==> config.mk <==
export PLATFORM = sky130hd
export DESIGN_NAME = memory
export DESIGN_NICKNAME = d
export VERILOG_FILES = /design/src/rtl/common.sv /design/src/rtl/lsu_align.sv /design/src/rtl/memory.sv
export SDC_FILE = /design/constraint.sdc
export NUM_CORES = 1
export LEC_CHECK = 0
export CAP_MARGIN = 15
export CORE_UTILIZATION = 41
export CTS_BUF_LIST = sky130_fd_sc_hd__clkbuf_4 sky130_fd_sc_hd__clkbuf_8 sky130_fd_sc_hd__clkbuf_16
export CTS_CLUSTER_DIAMETER = 200
export CTS_CLUSTER_SIZE = 24
export DETAILED_ROUTE_END_ITERATION = 12
export PLACE_DENSITY = 0.82
export SLEW_MARGIN = 20
export SYNTH_ARGS = -nofsm -noshare
export SYNTH_HDL_FRONTEND = slang
export SYNTH_SLANG_ARGS = --single-unit
==> constraint.sdc <==
create_clock -name clk -period 2.9 [get_ports clk]
set_input_delay 0.725 -clock clk [delete_from_list [all_inputs] [get_ports clk]]
set_output_delay 0.725 -clock clk [all_outputs]
set_load 0.01 [all_outputs]
==> src/rtl/common.sv <==
// Shared types for the memory stage: FSM states, load/store funct3 codes,
// and the pipeline control/decode records exchanged with neighbouring stages.
package common;

  typedef enum logic [1:0] {IDLE, WAIT, DONE} MemState;

  localparam logic [2:0] F3_B  = 3'b000;
  localparam logic [2:0] F3_H  = 3'b001;
  localparam logic [2:0] F3_W  = 3'b010;
  localparam logic [2:0] F3_BU = 3'b100;
  localparam logic [2:0] F3_HU = 3'b101;

  typedef struct packed {
    logic       enable;
    logic [4:0] rd;
    logic [2:0] funct3;
    logic       mem_read;
    logic       mem_write;
  } DecodeInfo;

  typedef struct packed {
    logic stall;
    logic flush;
  } PipeControl;

  typedef struct packed {
    logic       stall_req;
    logic [3:0] flush_req;
  } PipeRequest;

endpackage

==> src/rtl/lsu_align.sv <==
// Byte-lane steering for the data bus: load extraction/extension, store byte
// enables and lane-replicated store data. Purely combinational.
module lsu_align
  import common::*;
(
  input  logic [2:0]  funct3_i,
  input  logic [1:0]  off_i,
  input  logic        mem_write_i,
  input  logic [31:0] rdata_i,
  input  logic [31:0] store_data_i,
  output logic [31:0] load_o,
  output logic [3:0]  be_o,
  output logic [31:0] wdata_o
);

  logic [7:0]  byte_v;
  logic [15:0] half_v;

  always_comb begin
    byte_v = rdata_i[{off_i, 3'b000} +: 8];
    half_v = off_i[1] ? rdata_i[31:16] : rdata_i[15:0];

    case (funct3_i)
      F3_B:    load_o = {{24{byte_v[7]}}, byte_v};
      F3_BU:   load_o = {24'h0, byte_v};
      F3_H:    load_o = {{16{half_v[15]}}, half_v};
      F3_HU:   load_o = {16'h0, half_v};
      F3_W:    load_o = rdata_i;
      default: load_o = 32'h0;
    endcase

    // Misaligned halfwords are not trapped; lane choice comes from bit 1 only.
    if (!mem_write_i) begin
      be_o = 4'b1111;
    end else begin
      case (funct3_i)
        F3_B:    be_o = 4'b0001 << off_i;
        F3_H:    be_o = off_i[1] ? 4'b1100 : 4'b0011;
        F3_W:    be_o = 4'b1111;
        default: be_o = 4'b0000;
      endcase
    end

    case (funct3_i)
      F3_B:    wdata_o = {4{store_data_i[7:0]}};
      F3_H:    wdata_o = {2{store_data_i[15:0]}};
      default: wdata_o = store_data_i;
    endcase
  end

endmodule

==> src/rtl/memory.sv <==
// Memory pipeline stage: drives the data bus, stalls until ack, and registers
// the stage result. DONE parks a completed access while the pipe is held.
module memory
  import common::*;
(
  input  logic        clk,
  input  logic        rst,
  output PipeRequest  req,
  input  PipeControl  pipe,
  input  DecodeInfo   info,
  input  logic [31:0] alu_out,
  input  logic [31:0] store_data,
  output logic        dbus_req,
  output logic        dbus_we,
  output logic [31:0] dbus_addr,
  output logic [31:0] dbus_wdata,
  output logic [3:0]  dbus_be,
  input  logic        dbus_ack,
  input  logic [31:0] dbus_rdata,
  output logic [31:0] mem_out,
  output DecodeInfo   info_ff
);

  MemState     state_q, state_d;
  logic [31:0] rdata_hold_q, rdata_hold_d;
  logic [31:0] mem_out_q, mem_out_d;
  DecodeInfo   info_q, info_d;

  logic        memop, active, ack;
  logic [31:0] rdata_sel, load_v, result;

  lsu_align u_align (
    .funct3_i     (info.funct3),
    .off_i        (alu_out[1:0]),
    .mem_write_i  (info.mem_write),
    .rdata_i      (rdata_sel),
    .store_data_i (store_data),
    .load_o       (load_v),
    .be_o         (dbus_be),
    .wdata_o      (dbus_wdata)
  );

  always_comb begin
    memop  = info.enable && (info.mem_read || info.mem_write);
    active = memop && (state_q != DONE);
    ack    = active && dbus_ack;

    dbus_req  = active && !rst;
    dbus_we   = info.mem_write;
    dbus_addr = {alu_out[31:2], 2'b00};

    req           = '0;
    req.stall_req = active && !dbus_ack;
    req.flush_req = 4'b0000;

    state_d = state_q;
    case (state_q)
      IDLE, WAIT: begin
        if (ack)        state_d = pipe.stall ? DONE : IDLE;
        else if (memop) state_d = WAIT;
        else            state_d = IDLE;
      end
      DONE:    if (!pipe.stall) state_d = IDLE;
      default: state_d = IDLE;
    endcase

    // Once parked in DONE the bus data is gone; replay it from the hold register.
    rdata_hold_d = ack ? dbus_rdata : rdata_hold_q;
    rdata_sel    = ack ? dbus_rdata : rdata_hold_q;

    result = !info.enable ? 32'h0 : info.mem_read ? load_v : alu_out;

    mem_out_d = mem_out_q;
    info_d    = info_q;
    if (!pipe.stall) begin
      mem_out_d = pipe.flush ? 32'h0 : result;
      info_d    = pipe.flush ? '0 : info;
    end
  end

  always_ff @(posedge clk) begin
    if (rst) begin
      state_q      <= IDLE;
      rdata_hold_q <= 32'h0;
      mem_out_q    <= 32'h0;
      info_q       <= '0;
    end else begin
      state_q      <= state_d;
      rdata_hold_q <= rdata_hold_d;
      mem_out_q    <= mem_out_d;
      info_q       <= info_d;
    end
  end

  assign mem_out = mem_out_q;
  assign info_ff = info_q;

endmodule

==> results by group <==
Run status
  • Status: completed

Die
  • Die W: 107 um
  • # rows: 37
  • Core ar.: 10500 sq um
  • Die area: 11400 sq um
  • Num ports: 230
  • DIE HEIGHT: 107 um
  • Starting Density: 0.429

Setup path
  • Slowest-stage cell, CP: mux2_2
  • Crit-path leading delay family: buffers and inverters
  • Largest stage delay, worst path: 0.31 ns
  • FF-to-FF path depth: 7
  • Critical path type: input pin to primary output
  • CP Cell Sequence: dlygate4sd2_1, nor3_2, buf_4, buf_4, mux2_2, dlygate4sd2_1
  • Reg-to-Reg Start: state_q[1]
  • Critical Path Start Type: input pin
  • CP bufs+invs: 4
  • WP data arrival: 2.16 ns
  • Reg2reg end: mem_out[0]
  • Flop-to-flop setup slack: 0.74 ns
  • CP Data Required Time: 2.17 ns
  • Stages on the worst setup path: 6
  • Crit-path max FO: 4
  • Crit end category: primary output

Yosys
  • Mean Syn Cell Area: 9.42 sq um
  • #FFs+latches synth: 77
  • Top cell type's share of synthesized area: 0.342
  • Ys Warns: 0
  • Synth top area cells: dfxtp_1 34%, buf_4 8.2%, mux2i_1 7.1%, mux2_2 6.2%, mux4_2 5.5%
  • Ys flop type: dfxtp_1
  • Synth cell types: 51
  • Leading area contributor after synthesis: dfxtp_1
  • Cells after synthesis: 479
  • Seq/Total Area, Yosys: 0.342
  • EDFF count, synth: 0
  • Post-synth design cell area: 4510 sq um
  • Synth async-reset ratio: 0

Finish
  • Share of cells above drive strength 1: 0.188
  • N_diodes: 0
  • Syn-to-layout area delta: 58.4%
  • # nets final: 815
  • Final Util: 0.680
  • Most common cell after layout, fill and taps aside: clkdlybuf4s50_1
  • Fin area: 7150 sq um
  • Most frequent cells in the layout: 196 x clkdlybuf4s50_1, 77 x dfxtp_1, 60 x buf_4

STA
  • Final setup vio count: 0
  • Hold Fails Final Rpt: 0
  • Max-slew violations: 0
  • Worst slew pin tran: 0.707 ns
  • Final period util: 0.994
  • FMAX: 347 MHz
  • Slew margin rel.: 0.526
  • Setup WS post-layout: 0.0164 ns
  • Final period demand of the worst path: 2.88 ns
  • Clk_skew: 0.0104 ns

Clock tree
  • Longest Clk Path Bufs: 2
  • Reg clk slew, reported paths: 0.08 ns
  • Root buf cell: clkbuf_8
  • Num CTS Buffers: 9
  • H-tree lvl count: 3
  • CTS sink cnt: 77
  • CTS tree: done
  • Clock latency on the worst-skew pair: 0.36 ns

Worst hold path
  • Hold Path Class: flip-flop to flip-flop
  • Min-Delay Path Depth: 2
  • Hold Path Origin: info_ff[10]
  • Worst Hold Endpoint: info_ff[10]

Global route
  • Global-route wire length before repair: 24700 um
  • Vias in the first global route: 4750
  • Antenna violations before repair: 0
  • GRT overflow: 0
  • Largest net degree at the start of global routing: 36
  • GRT Resource Usage Total: 0.283

Power
  • Pwr/cell area: 361 nW/um^2
  • Leak: 2.72 nW
  • Worst VDD drop: 220 uV

Drt
  • Routed via count: 4651
  • Routed Antenna Nets: 0
  • Wirelength per Cell: 19.0 um
  • DRC Markers: 0
  • Routed WL: 16000 um
  • Vias per inst: 5.51
  • DRT Pass-1 Iters: 5
  • Iter 0 DRT Violations: 242

Placed design
  • Dpl ws: -0.326 ns
  • I/O Buffers: 223
  • Placed Area: 6870 sq um
  • Detail Placement HPWL: 12500 um
  • Final GP Congestion: 0.846

Flow run
  • Max capacitance violation total: 0
[per-stage QoR]
step | hold WS (ns) | TNS [ns] | total power [mW] | instances
4_1_cts | 0.457 | 0 | 2.59 | 843
2_1_floorplan | 0.436 | 0 | 1.45 | 484
3_5_place_dp | 0.441 | -7.98 | 1.84 | 819
6_report | 0.462 | 0 | 2.58 | 844
5_1_grt | 0.506 | -0.00471 | 2.70 | 844
3_3_place_gp | 0.433 | -6.58 | 1.83 | 819
[report_power, final]
| group | switching (mW) | internal, mW |
|---|---|---|
| clock | 0.438 | 0.322 |
| sequential | 0.0175 | 1.09 |
| combinational | 0.302 | 0.408 |
| total | 0.758 | 1.82 |
[logic make-up (layout without fill, tap and decap cells)]
| kind of cell | Yosys count | after routing | synth area share |
|---|---|---|---|
| AOI/OAI and AO/OA | 130 | 130 | 0.206 |
| buffers and inverters | 86 | 310 | 0.123 |
| DFF | 77 | 77 | 0.342 |
| muxes | 69 | 69 | 0.194 |
| other | 1 | 6 | 0.000831 |
| and+or+nand+nor | 116 | 116 | 0.134 |
[worst max path at each step]
| stage | endpoint | slack, ns | start |
|---|---|---|---|
| detailed placement | dbus_wdata[23] | -0.33 | info[4] |
| global route | dbus_wdata[15] | -0.005 | info[2] |
| CTS | dbus_wdata[23] | 0.02 | info[3] |
| floorplan | dbus_wdata[16] | 0.26 | info[3] |
| global placement | dbus_wdata[17] | -0.27 | info[4] |
| finish | dbus_wdata[15] | 0.02 | info[2] |
[final cells by class]
type | count | area [sq um]
inverters | 6 | 22.5
multi-input cells | 321 | 2460
clock buffers | 9 | 124
clock inverters | 7 | 57.6
flip-flops and latches | 77 | 1540
fillers | 834 | 3360
repair buffers | 288 | 2770
well taps | 136 | 170
[sequential cells by signal, summed over array words and instances, names as in the netlist]
name / cells
mem_out: 32
rdata_hold_q: 32
info_ff: 11
state_q: 2
[synthesized netlist by cell type (5+ instances only)]
| cell type | count |
|---|---|
| a21oi_1 | 26 |
| a222oi_1 | 5 |
| a22o_1 | 13 |
| a22oi_1 | 24 |
| and2_1 | 6 |
| buf_2 | 11 |
| buf_4 | 49 |
| clkbuf_1 | 14 |
| dfxtp_1 | 77 |
| inv_1 | 5 |
| mux2_2 | 25 |
| mux2i_1 | 32 |
| mux4_2 | 11 |
| nand2_1 | 19 |
| nand2b_1 | 5 |
| nand3_1 | 6 |
| nor2_1 | 43 |
| nor2b_1 | 7 |
| o211ai_1 | 29 |
| o21ai_0 | 11 |
| o31ai_1 | 5 |
[worst register-to-register path, cell delays in order (launching register included)]
cell and delay (ns):
dfxtp_1 0.35, nor2b_1 0.16, buf_4 0.19, nor3_4 0.18, buf_4 0.27, mux2_2 0.39
a222oi_1 0.33, o211ai_1 0.16
[repair_timing]
| action | CTS | global route |
|---|---|---|
| pin swaps | 2 | 1 |
| gates resized for setup | 30 | 7 |
| setup buffers | 7 | 1 |
| endpoints found under the hold margin | 0 | 0 |
| hold buffers | 0 | 0 |
| cloned | 1 | 0 |
| endpoints found under the setup margin | 30 | 7 |
[per-layer routing]
metal	GRT usage	part of all wire
met1	0.330	0.39
met3	0.0632	0.077
met5	0	0
met2	0.503	0.51
met4	0.109	0.027
(Power assumes the default switching activity.)
